===== src/rtl/lenet_layer_scheduler.sv =====
// Runs the LeNet-5 layer engines one at a time (mask-selectable) and steers the active engine onto the shared BRAM ports.
// Latency: start -> layer_en two edges; finish -> next layer_en after GAP_CYCLES+1 edges; the BRAM mux is combinational.
// Backpressure: none; engines pace themselves with layer_en/layer_finish, while abort and the watchdog force a return to idle.

module lenet_layer_scheduler #(
    parameter int          NUM_LAYERS     = 7,
    parameter int          DATA_SIZE      = 16,
    parameter int          BW_AW          = 16,
    parameter int          RES_AW         = 13,
    parameter int          GAP_CYCLES     = 2,
    parameter int          MIN_DWELL      = 2,
    parameter int unsigned TIMEOUT_CYCLES = 32'd16777216,
    localparam int         LW             = (NUM_LAYERS > 1) ? $clog2(NUM_LAYERS) : 1
) (
    input  logic                            clk,
    input  logic                            rst,
    input  logic                            start,
    input  logic                            abort,
    input  logic [NUM_LAYERS-1:0]           layer_mask,
    input  logic [NUM_LAYERS-1:0]           layer_finish,
    input  logic [NUM_LAYERS-1:0]           lyr_bw_ena,
    input  logic [NUM_LAYERS*BW_AW-1:0]     lyr_bw_addra,
    input  logic [NUM_LAYERS-1:0]           lyr_res_ena,
    input  logic [NUM_LAYERS-1:0]           lyr_res_wea,
    input  logic [NUM_LAYERS*RES_AW-1:0]    lyr_res_addra,
    input  logic [NUM_LAYERS*DATA_SIZE-1:0] lyr_res_dina,
    output logic [NUM_LAYERS-1:0]           layer_en,
    output logic                            bias_weights_bram_ena,
    output logic [BW_AW-1:0]                bias_weights_bram_addra,
    output logic                            result_bram_ena,
    output logic                            result_bram_wea,
    output logic [RES_AW-1:0]               result_bram_addra,
    output logic [DATA_SIZE-1:0]            result_bram_dina,
    output logic                            busy,
    output logic                            done,
    output logic                            timeout,
    output logic [LW-1:0]                   cur_layer
);

    localparam int DW = $clog2(MIN_DWELL + 2);
    localparam int GW = $clog2(GAP_CYCLES + 1);

    typedef enum logic [1:0] {
        S_IDLE = 2'd0,
        S_RUN  = 2'd1,
        S_GAP  = 2'd2,
        S_DONE = 2'd3
    } state_t;

    state_t                 state_q;
    state_t                 state_d;
    logic [NUM_LAYERS-1:0]  mask_q;
    logic [DW-1:0]          dwell_cnt;
    logic [GW-1:0]          gap_cnt;
    logic [31:0]            run_cnt;

    logic [LW-1:0]          first_idx;
    logic                   first_vld;
    logic [LW-1:0]          next_idx;
    logic                   next_vld;
    logic                   cur_finish;
    logic [NUM_LAYERS-1:0]  en_onehot;
    logic                   dwell_ok;
    logic                   gap_expired;
    logic                   wd_hit;
    logic                   accept_start;
    logic                   advance;
    logic                   wd_fire;

    // First layer to run comes straight from the incoming mask, since mask_q is loaded on the same edge
    always_comb begin
        first_vld = 1'b0;
        first_idx = '0;
        for (int i = NUM_LAYERS - 1; i >= 0; i--) begin
            if (layer_mask[i]) begin
                first_vld = 1'b1;
                first_idx = LW'(i);
            end
        end
    end

    // Next layer: lowest latched mask bit strictly above the current layer
    always_comb begin
        next_vld = 1'b0;
        next_idx = '0;
        for (int i = NUM_LAYERS - 1; i >= 0; i--) begin
            if (mask_q[i] && (i > int'(cur_layer))) begin
                next_vld = 1'b1;
                next_idx = LW'(i);
            end
        end
    end

    // Decode the active layer: its finish flag and its one-hot enable pattern
    always_comb begin
        cur_finish = 1'b0;
        en_onehot  = '0;
        for (int i = 0; i < NUM_LAYERS; i++) begin
            if (cur_layer == LW'(i)) begin
                cur_finish   = layer_finish[i];
                en_onehot[i] = 1'b1;
            end
        end
    end

    // Finish is only trusted once the engine has been enabled for MIN_DWELL cycles
    assign dwell_ok    = (dwell_cnt == DW'(MIN_DWELL));
    assign gap_expired = (gap_cnt == GW'(GAP_CYCLES - 1));
    assign wd_hit      = (TIMEOUT_CYCLES != 0) && (run_cnt == 32'(TIMEOUT_CYCLES - 1));
    assign busy        = (state_q == S_RUN) || (state_q == S_GAP);

    // State register
    always_ff @(posedge clk or negedge rst) begin
        if (!rst) begin
            state_q <= S_IDLE;
        end else begin
            state_q <= state_d;
        end
    end

    // Next state and the per-edge strobes that drive the datapath; abort outranks everything
    always_comb begin
        state_d      = state_q;
        accept_start = 1'b0;
        advance      = 1'b0;
        wd_fire      = 1'b0;
        if (abort) begin
            state_d = S_IDLE;
        end else begin
            case (state_q)
                S_IDLE: begin
                    if (start) begin
                        accept_start = 1'b1;
                        state_d      = first_vld ? S_RUN : S_DONE;
                    end
                end
                S_RUN: begin
                    // A qualified finish beats a watchdog expiry on the same edge
                    if (dwell_ok && cur_finish) begin
                        state_d = S_GAP;
                    end else if (wd_hit) begin
                        wd_fire = 1'b1;
                        state_d = S_IDLE;
                    end
                end
                S_GAP: begin
                    if (gap_expired) begin
                        if (next_vld) begin
                            advance = 1'b1;
                            state_d = S_RUN;
                        end else begin
                            state_d = S_DONE;
                        end
                    end
                end
                S_DONE: begin
                    state_d = S_IDLE;
                end
                default: begin
                    state_d = S_IDLE;
                end
            endcase
        end
    end

    // Layer bookkeeping, dwell/gap/run counters and the registered outputs
    always_ff @(posedge clk or negedge rst) begin
        if (!rst) begin
            mask_q    <= '0;
            cur_layer <= '0;
            dwell_cnt <= '0;
            gap_cnt   <= '0;
            run_cnt   <= '0;
            layer_en  <= '0;
            done      <= 1'b0;
            timeout   <= 1'b0;
        end else begin
            if (accept_start) begin
                mask_q  <= layer_mask;
                timeout <= 1'b0;
                if (first_vld) begin
                    cur_layer <= first_idx;
                end
            end
            if (advance) begin
                cur_layer <= next_idx;
            end
            if (wd_fire) begin
                timeout <= 1'b1;
            end

            // Counters run only in their own state, so every entry into RUN/GAP starts from zero
            if (state_q == S_RUN) begin
                if (!dwell_ok) begin
                    dwell_cnt <= dwell_cnt + DW'(1);
                end
                run_cnt <= run_cnt + 32'd1;
            end else begin
                dwell_cnt <= '0;
                run_cnt   <= '0;
            end
            if (state_q == S_GAP) begin
                gap_cnt <= gap_cnt + GW'(1);
            end else begin
                gap_cnt <= '0;
            end

            // Enable trails the RUN state by one edge; abort and watchdog drop it at once
            layer_en <= ((state_q == S_RUN) && !abort && !wd_fire) ? en_onehot : '0;
            done     <= (state_q == S_DONE) && !abort;
        end
    end

    // Shared BRAM mux: only the running layer reaches the ports, everything else reads as zero
    always_comb begin
        bias_weights_bram_ena   = 1'b0;
        bias_weights_bram_addra = '0;
        result_bram_ena         = 1'b0;
        result_bram_wea         = 1'b0;
        result_bram_addra       = '0;
        result_bram_dina        = '0;
        if (state_q == S_RUN) begin
            for (int i = 0; i < NUM_LAYERS; i++) begin
                if (cur_layer == LW'(i)) begin
                    bias_weights_bram_ena   = lyr_bw_ena[i];
                    bias_weights_bram_addra = lyr_bw_addra[i*BW_AW +: BW_AW];
                    result_bram_ena         = lyr_res_ena[i];
                    result_bram_wea         = lyr_res_wea[i];
                    result_bram_addra       = lyr_res_addra[i*RES_AW +: RES_AW];
                    result_bram_dina        = lyr_res_dina[i*DATA_SIZE +: DATA_SIZE];
                end
            end
        end
    end

endmodule


===== config.mk =====
export PLATFORM = sky130hd
export DESIGN_NAME = lenet_layer_scheduler
export DESIGN_NICKNAME = d
export VERILOG_FILES = /design/src/rtl/lenet_layer_scheduler.sv
export SDC_FILE = /design/constraint.sdc
export NUM_CORES = 1
export LEC_CHECK = 0
export ABC_AREA = 1
export ABC_CLOCK_PERIOD_IN_PS = 1700
export CORE_AREA = 2 2 163 165
export DETAILED_ROUTE_END_ITERATION = 10
export DIE_AREA = 0 0 165 167
export GPL_TIMING_DRIVEN = 0
export PLACE_DENSITY = 0.61
export SLEW_MARGIN = 10
export SYNTH_ARGS = -nofsm -noshare
export SYNTH_HDL_FRONTEND = slang
export SYNTH_SLANG_ARGS = --single-unit

===== constraint.sdc =====
create_clock -name clk -period 1.7 [get_ports clk]
set_input_delay 0.34 -clock clk [delete_from_list [all_inputs] [get_ports clk]]
set_output_delay 0.34 -clock clk [all_outputs]
set_load 0.01 [all_outputs]

Yosys cells after proc, flatten, opt, wreduce, memory -nomap -nowiden. Index checks and enable logic that the tools add are counted.

Flip-flop bits (word level): 57. Bits of input ports: 354. Output and inout bits: 61. Word-level logic and storage cells: 171.

Add/subtract/negate cells: 3. Magnitude comparators: 6. Eq/ne operators: 16. Muxes and demuxes: 117. Reductions and logical operators: 20.

Operators with widths (count): $mux 16 (16); $mux 13 (8); $mux 1 (64); $mux 3 (16); $add 32x1->32 const B (1); $eq 32x24->1 const B (1); $mux 32 (1); $mux 2 (10); $logic_and 1x1->1 (10); $eq 3x3->1 const B (3); $gt 3x3->1 const A (3); $pmux 2 s4 (1); $mux 7 (1); $eq 2x2->1 const B (3); $eq 3x2->1 const B (2); $gt 2x3->1 const A (2); $ne 3x3->1 const B (2); $reduce_bool 2->1 (3); $add 2x1->2 const B (2); $eq 2x1->1 const B (2); $ne 4x4->1 const B (1); $eq 3x1->1 const B (1); $gt 1x3->1 const A (1); $logic_not 3->1 (1); 6 further kinds (7).

Longest topological paths before layout. Gate-level depths: netlist of the first run.

Depth in word-level cells: 15. Depth in mapped cells: 12. Gate-level depth less buffers: 12.

Least setup slack after synthesis of the first run. No wires, ideal clock.

Kind: register to output. From: reg cur_layer[0]. To: out bias_weights_bram_addra[14]. Arrival time: 1.610 ns. Data required time: 1.360 ns. Setup slack: -0.250 ns. Cell stages (with the launch flop): 9. Path buffers: 3. Cells stage by stage: dfrtp_1 inv_1 buf_2 buf_2 clkbuf_1 nand3_1 nand4_1 a21oi_1 a31oi_1.

Word-level cells in the longest chain between the ends: 9. Elaborated cells between the ends (all ways): 15. Classes of those cells: 6 x eq/ne; 8 x mux; 1 x reduce/logical.

Ends and longest elaborated chain: start: declaration (RTL line 37) `output logic [LW-1:0] cur_layer`; start signal: assignment (RTL line 182) `cur_layer <= first_idx;`; start signal: assignment (RTL line 186) `cur_layer <= next_idx;`; $logic_not 3->1 (RTL line 224) `if (cur_layer == LW'(i)) begin`; $mux 16 (6 in series) (RTL line 224); $mux 16 * (RTL line 224); $mux 16 * (RTL line 222) `if (state_q == S_RUN) begin`; end: declaration (RTL line 29) `output logic [BW_AW-1:0] bias_weights_bram_addra,`.

Every way passes the cells marked *; elsewhere a longest branch is shown, timed or not.

Worst setup path in the final report of the first run.
From: reg cur_layer[1]. To: out result_bram_addra[6].

Word-level cells in the longest chain between the ends: 9. Elaborated cells between the ends (all ways): 15. Classes of those cells: 6 x eq/ne; 8 x mux; 1 x reduce/logical.

Ends and longest elaborated chain: $logic_not 3->1 (RTL line 224); $mux 13 (6 in series) (RTL line 224); $mux 13 * (RTL line 224); $mux 13 * (RTL line 222); end: declaration (RTL line 32) `output logic [RES_AW-1:0] result_bram_addra,`.

Marked as above.

==> out/results.ini, run 1 <==
[sta]
finClkSkew_ps = 4.20
drv_slew = 0
finalHoldViolCount = 0
rsz0062_at_grt = yes
fmax_mhz = 405
final.setup.worst_slack_ps = -768
period_share = 1.45
worstMarginPinSlew_ps = 745
final-setup-viol-count = 63
slew_headroom = 0.503
period_minus_slack_ps = 2470

[critical_path]
cp.required_ps = 1360
cp_max_fo = 7
arrival_ps = 2130
criticalPathCategory = reg -> out
cp-end-kind = output port
startpoint_type = flip-flop

[cells_and_area]
layout.nets = 1851
fin_cells = 1830
layout-drive-gt1-share = 0.316
syn2layout_area_growth_pct = 131
final_util = 0.529

[clock_tree]
htree_levels = 2
clock_latency_ps = 300
max-clock-path-buffers = 2
cts_tree = yes
cts-buffers-inserted = 5
clock_sinks = 56
cts_hold_buf = 0
path_clk_slew_ps = 70
root_buffer = clkbuf_16

[floorplan]
rows = 59
die_area_sq_um = 27600
core_sq_um = 25800
io_pins = 415
die_x_microns = 165
die_h_microns = 167
start_util = 0.229

[grt]
globalRouteOverflowTotal = 0
grt_usage = 0.274
antenna_found_initial = 5
grt_max_degree = 57
grt_pass1_wl_microns = 56000
grt_pass1_vias = 9319

[logic_synthesis]
syn_inst = 972
ys_seq_area_frac = 0.238
ys_warn_count = 0
synthTopCellsByArea = dfrtp_1 (24%), nand3_1 (14%), nand2_1 (12%)
synth_edf_count = 0
netlist_top_cells_count = nand2_1 (185), nand3_1 (163), inv_1 (104)
syn_area_sq_um = 5900
synth_top_area_share = 0.238
postSynthAreaPerCell_sq_um = 6.07
synth_fp_nets = 1333
ys_ff_latch = 56
yosysMostFrequentCell = nand2_1
synthArstFlopShare = 1.00
ys_types = 41
synth_flop_cell = dfrtp_1
synth_top_area_cell = dfrtp_1

[hold_path]
hold_class = in -> async

[power]
power.density_nw_per_um2 = 1360
peakVddDrop_uv = 594
leakagePower_nw = 6.02

[route]
drt_iter0_markers = 594
viasPerCell = 5.17
vias = 9466
wirelength_microns = 40000
ant_nets = 0
first_pass_iters = 5
drc = 0
wl_per_cell_microns = 21.9

[run_status]
outcome = finished, violations left
violations = setup timing

[place]
dpl.hpwl_microns = 30200
place.gp.congestion = 0.936
dp_cells = 1721
portBuffers = 414

[flow_run]
max_cap_viol_count = 0

==> state kept, by name (all words and copies together) (netlist names) <==
signal and flops:
cur_layer 3, done 1, gap_cnt 2, layer_en 7
run_cnt 32, mask_q 6, dwell_cnt 2, state_q 2
timeout 1
==> cells in the final DEF, fill, tap and decap left out, drive strengths merged, types with 3 or more instances in the layout <==
| cell | count |
|---|---|
| a21oi | 66 |
| buf | 182 |
| clkbuf | 39 |
| clkdlybuf4s50 | 361 |
| dfrtp | 56 |
| diode | 4 |
| ha | 7 |
| inv | 109 |
| nand2 | 187 |
| nand3 | 166 |
| nand3b | 3 |
| nand4 | 92 |
| nor2 | 100 |
| nor3 | 20 |
| o2111ai | 7 |
| o211ai | 41 |
| o21a | 3 |
| o21ai | 17 |
| or2 | 3 |
| xnor2 | 5 |
| xor2 | 8 |
==> worst max-delay path, cell delays in order (launching register included) <==
cell and delay [ps]:
dfrtp_2 520, nand2_2 130, nor2_4 180, inv_6 70, buf_12 150, clkbuf_16 150
o211ai_1 370, inv_1 110, buf_6 150
==> final timing paths <==
path | to | startpoint | cells past startpoint | slack, ps
setup / recovery | result_bram_addra[6] | cur_layer[1] | 8 | -770
hold / removal | run_cnt[28] | rst | 1 | 100
setup reg to reg | cur_layer[1] | cur_layer[2] | 11 | -180
hold reg to reg | gap_cnt[0] | gap_cnt[0] | 1 | 440
max in group asynchronous | run_cnt[4] | rst | 1 | 1060
min in group clk | gap_cnt[0] | gap_cnt[0] | 1 | 440
==> per-stage QoR <==
stage / total power (W) / cell area [sq um] / setup TNS (ps) / hold WS, ps / setup slack (ps)
6_report: 0.0185 / 13600 / -34630 / 96.9 / -768
3_3_place_gp: 0.0121 / 10600 / -162480 / 418 / -1750
3_5_place_dp: 0.0122 / 10600 / -77990 / 429 / -1430
2_1_floorplan: 0.00722 / 6010 / -2150 / 44.4 / -79.8
5_1_grt: 0.0196 / 13600 / -40380 / 161 / -859
4_1_cts: 0.0172 / 12800 / -33020 / 131 / -745
==> power by group <==
part	internal, W	switching (W)	total (W)
logic	0.00728	0.00847	0.0157
registers	0.00153	0.000218	0.00174
clock network	0.000546	0.000490	0.00104
total	0.00935	0.00918	0.0185
==> cell families (layout without fill, tap and decap cells) <==
logic type,after synthesis,after routing,synth area share
xor+xnor,13,13,0.0193
other cells,0,4,0
simple gates,575,575,0.461
compound gates,141,141,0.145
buf+inv,180,699,0.122
flops,56,56,0.238
fa+ha+maj,7,7,0.0149
==> layout make-up <==
| cell class | instances | area (sq um) |
|---|---|---|
| Fill cell | 2438 | 12100 |
| Timing Repair Buffer | 517 | 5240 |
| Multi-Input combinational cell | 736 | 5180 |
| Sequential cell | 56 | 1410 |
| Buffer | 64 | 783 |
| Inverter | 110 | 439 |
| Tap cell | 335 | 419 |
| Clock buffer | 6 | 129 |
| Clock inverter | 2 | 12.5 |
| Antenna cell | 4 | 10.0 |
==> metal layers <==
layer | GRT usage | wire length [microns]
met4 | 0.105 | 1650
met2 | 0.436 | 18400
met5 | 0 | 13
met3 | 0.0792 | 4250
met1 | 0.349 | 15800
==> repair_timing <==
| action | CTS | global route |
|---|---|---|
| setup endpoints to repair | 96 | 80 |
| pin swaps | 74 | 70 |
| gates resized for setup | 568 | 149 |
| setup buffers | 71 | 23 |
| cloned | 10 | 3 |
Note: power is estimated with default switching activity, not from simulation.
==> run 2, diff against run 1 <==
- CORE_AREA: 2 2 163 165 -> 3 3 159 161
- DIE_AREA: 0 0 165 167 -> 0 0 162 164
- PLACE_DENSITY: 0.61 -> 0.64
- TNS_END_PERCENT: not set -> 20
==> run 2 against run 1 <==
Effect of this change: the flow still finishes with violations (setup timing); global-route usage rose by 0.43 points; largest cell class unchanged; worst setup slack got worse by 63 ps; combinational power fell by 18%; via count fell by 4.1%; core utilization fell by 3.5 points; highest routed layer unchanged; sequential power barely moved; sequential cell count did not move.
==> out/results.ini, run 2 (synthesis results as in run 1) <==
[place]
place.gp.congestion = 1.00  ; +7.1%
dp_cells = 1710  ; -0.64%
pre_cts_slack_ps = -1300  ; +132 ps
dpl.hpwl_microns = 31300  ; +3.7%
portBuffers = 414  ; unchanged

[grt]
grt_max_degree = 57  ; unchanged
grt_usage = 0.279  ; +0.00427
grt_pass1_wl_microns = 55500  ; -0.86%
grt_pass1_vias = 8834  ; -5.2%
globalRouteOverflowTotal = 0  ; unchanged
antenna_found_initial = 6  ; +1

[floorplan]
die_area_sq_um = 26600  ; -3.6%
start_util = 0.245  ; +0.0157
io_pins = 415  ; unchanged
die_x_microns = 162  ; -1.8%
core_sq_um = 24100  ; -6.4%
rows = 57  ; -3.4%
die_h_microns = 164  ; -1.8%

[route]
first_pass_iters = 6  ; +1
ant_nets = 0  ; unchanged
drc = 0  ; unchanged
drt_iter0_markers = 942  ; +59%
wl_per_cell_microns = 22.3  ; +1.8%
wirelength_microns = 39400  ; -1.7%
viasPerCell = 5.14  ; -0.70%
vias = 9081  ; -4.1%

[power]
p_comb_frac = 0.816  ; -0.034
peakVddDrop_uv = 484  ; -19%
switchingPower_w = 0.00802  ; -13%
intPower_w = 0.00780  ; -17%
power.density_nw_per_um2 = 1330  ; -2.3%
clkPwrFrac = 0.075  ; +0.019
sw_frac_of_total = 0.507  ; +0.0116
leakagePower_nw = 5.20  ; -14%
fin_total_pwr_w = 0.0158  ; -15%
seqPwrFrac = 0.109  ; +0.015

[critical_path]
startpoint_type = flip-flop
cp_max_fo = 7  ; unchanged
criticalPathCategory = reg -> out
crit_path_max_incr_delay_ps = 440  ; -80 ps
cpMaxStageDelayCell = dfrtp_2
arrival_ps = 2190  ; +60 ps
cp-end-kind = output port
path_cells = buf_4 > nand2_4 > inv_6 > buf_12 > buf_4 > nand2_2 > nand3_2 > a21oi_2 > nand4_1 > o211ai_1 > inv_1 > buf_6
crit_top_cell = buf_4
cp.required_ps = 1360  ; about the same

[clock_tree]
clock_latency_ps = 300  ; about the same
max-clock-path-buffers = 2  ; unchanged
clock_sinks = 56  ; unchanged
path_clk_slew_ps = 80  ; about the same
cts-buffers-inserted = 5  ; unchanged
root_buffer = clkbuf_16
cts_tree = yes
htree_levels = 2  ; unchanged

[run_status]
violations = setup timing
outcome = finished, violations left

[sta]
fmax_mhz = 395  ; -2.5%
worstMarginPinSlew_ps = 741  ; -3.64 ps
period_share = 1.49  ; +0.0368
final-setup-viol-count = 63  ; unchanged
finalHoldViolCount = 0  ; unchanged
slew_headroom = 0.506  ; +0.00243
holdWs_ps = 96.5  ; -0.379 ps
drv_slew = 0  ; unchanged
final.setup.worst_slack_ps = -831  ; -62.5 ps
fin_setup_tns_ps = -35890  ; -1270 ps
finClkSkew_ps = 6.98  ; +2.78 ps
period_minus_slack_ps = 2530  ; +62.5 ps
rsz0062_at_grt = yes

[cells_and_area]
fin_cells = 1768  ; -3.4%
top_regs = run_cnt x32, layer_en x7, mask_q x6
largest-register = run_cnt
final_common_cell = clkdlybuf4s50_1
syn2layout_area_growth_pct = 102
layout-drive-gt1-share = 0.203  ; -0.113
mostFrequentLayoutCells = clkdlybuf4s50_1 (361), nand2_1 (166), nand3_1 (135)
largest_reg_flops = 32  ; unchanged
layout.nets = 1800  ; -2.8%
nFillCells = 2433  ; -0.21%

[flow_run]
max_cap_viol_count = 0  ; unchanged

[hold_path]
hold_class = in -> async

[run 2: critical path: cells and delay by family (launching register included)]
| family | cells | cell delay (ps) |
|---|---|---|
| AOI/OAI and AO/OA | 2 | 370 |
| buffers and inverters | 6 | 740 |
| DFF | 1 | 440 |
| and+or+nand+nor | 4 | 330 |
[run 2: power groups by stage]
stage	logic, W	clock network (W)	registers [W]
2_1_floorplan	0.00546	0	0.00172
3_3_place_gp	0.0102	0	0.00173
3_5_place_dp	0.0103	0	0.00174
4_1_cts	0.0120	0.00121	0.00171
5_1_grt	0.0138	0.00127	0.00174
6_report	0.0129	0.00119	0.00172
[run 2: layer usage]
| metal | vias to the layer above | global-route usage | part of all wire | routed length (microns) |
|---|---|---|---|---|
| li1 | 4290 | - | - | - |
| met4 | 4 | 0.0764 | 0.028 | 1090 |
| met1 | 4230 | 0.355 | 0.41 | 16200 |
| met3 | 57 | 0.0979 | 0.11 | 4370 |
| met2 | 500 | 0.448 | 0.45 | 17700 |
| met5 | - | 0 | 0.00069 | 27 |
[run 2: timing repair]
action	in CTS	in global routing
resized for setup	415	93
hold buffers	0	0
setup buffers	33	14
cloned	4	1
pin swaps	40	27
setup endpoints to repair	100	81
[run 2: path summary, 6_finish.rpt]
kind / startpoint / end / slack (ps) / cells past startpoint
hold reg to reg: gap_cnt[0] / gap_cnt[0] / 440 / 1
setup / recovery: cur_layer[0] / result_bram_wea / -830 / 12
min in group clk: gap_cnt[0] / gap_cnt[0] / 440 / 1
setup reg to reg: run_cnt[0] / layer_en[1] / -300 / 9
max in group asynchronous: rst / run_cnt[0] / 1050 / 1
hold / removal: rst / run_cnt[7] / 100 / 1
[run 2: final cells by class]
type / instances / area (sq um) / area share
Inverter: 110 / 435 / 0.0366
Antenna cell: 4 / 10.0 / 0.000841
Clock buffer: 6 / 129 / 0.0108
Buffer: 66 / 721 / 0.0605
Timing Repair Buffer: 464 / 4530 / 0.380
Tap cell: 324 / 405 / 0.0340
Clock inverter: 2 / 35.0 / 0.00294
Multi-Input combinational cell: 736 / 4240 / 0.356
Sequential cell: 56 / 1410 / 0.118
[run 2: through the flow]
step	utilization	cell area (sq um)
floorplan	-	5980
global placement	0.437	10500
detailed placement	0.437	10500
CTS	0.479	11600
global route	0.494	11900
finish	0.494	11900
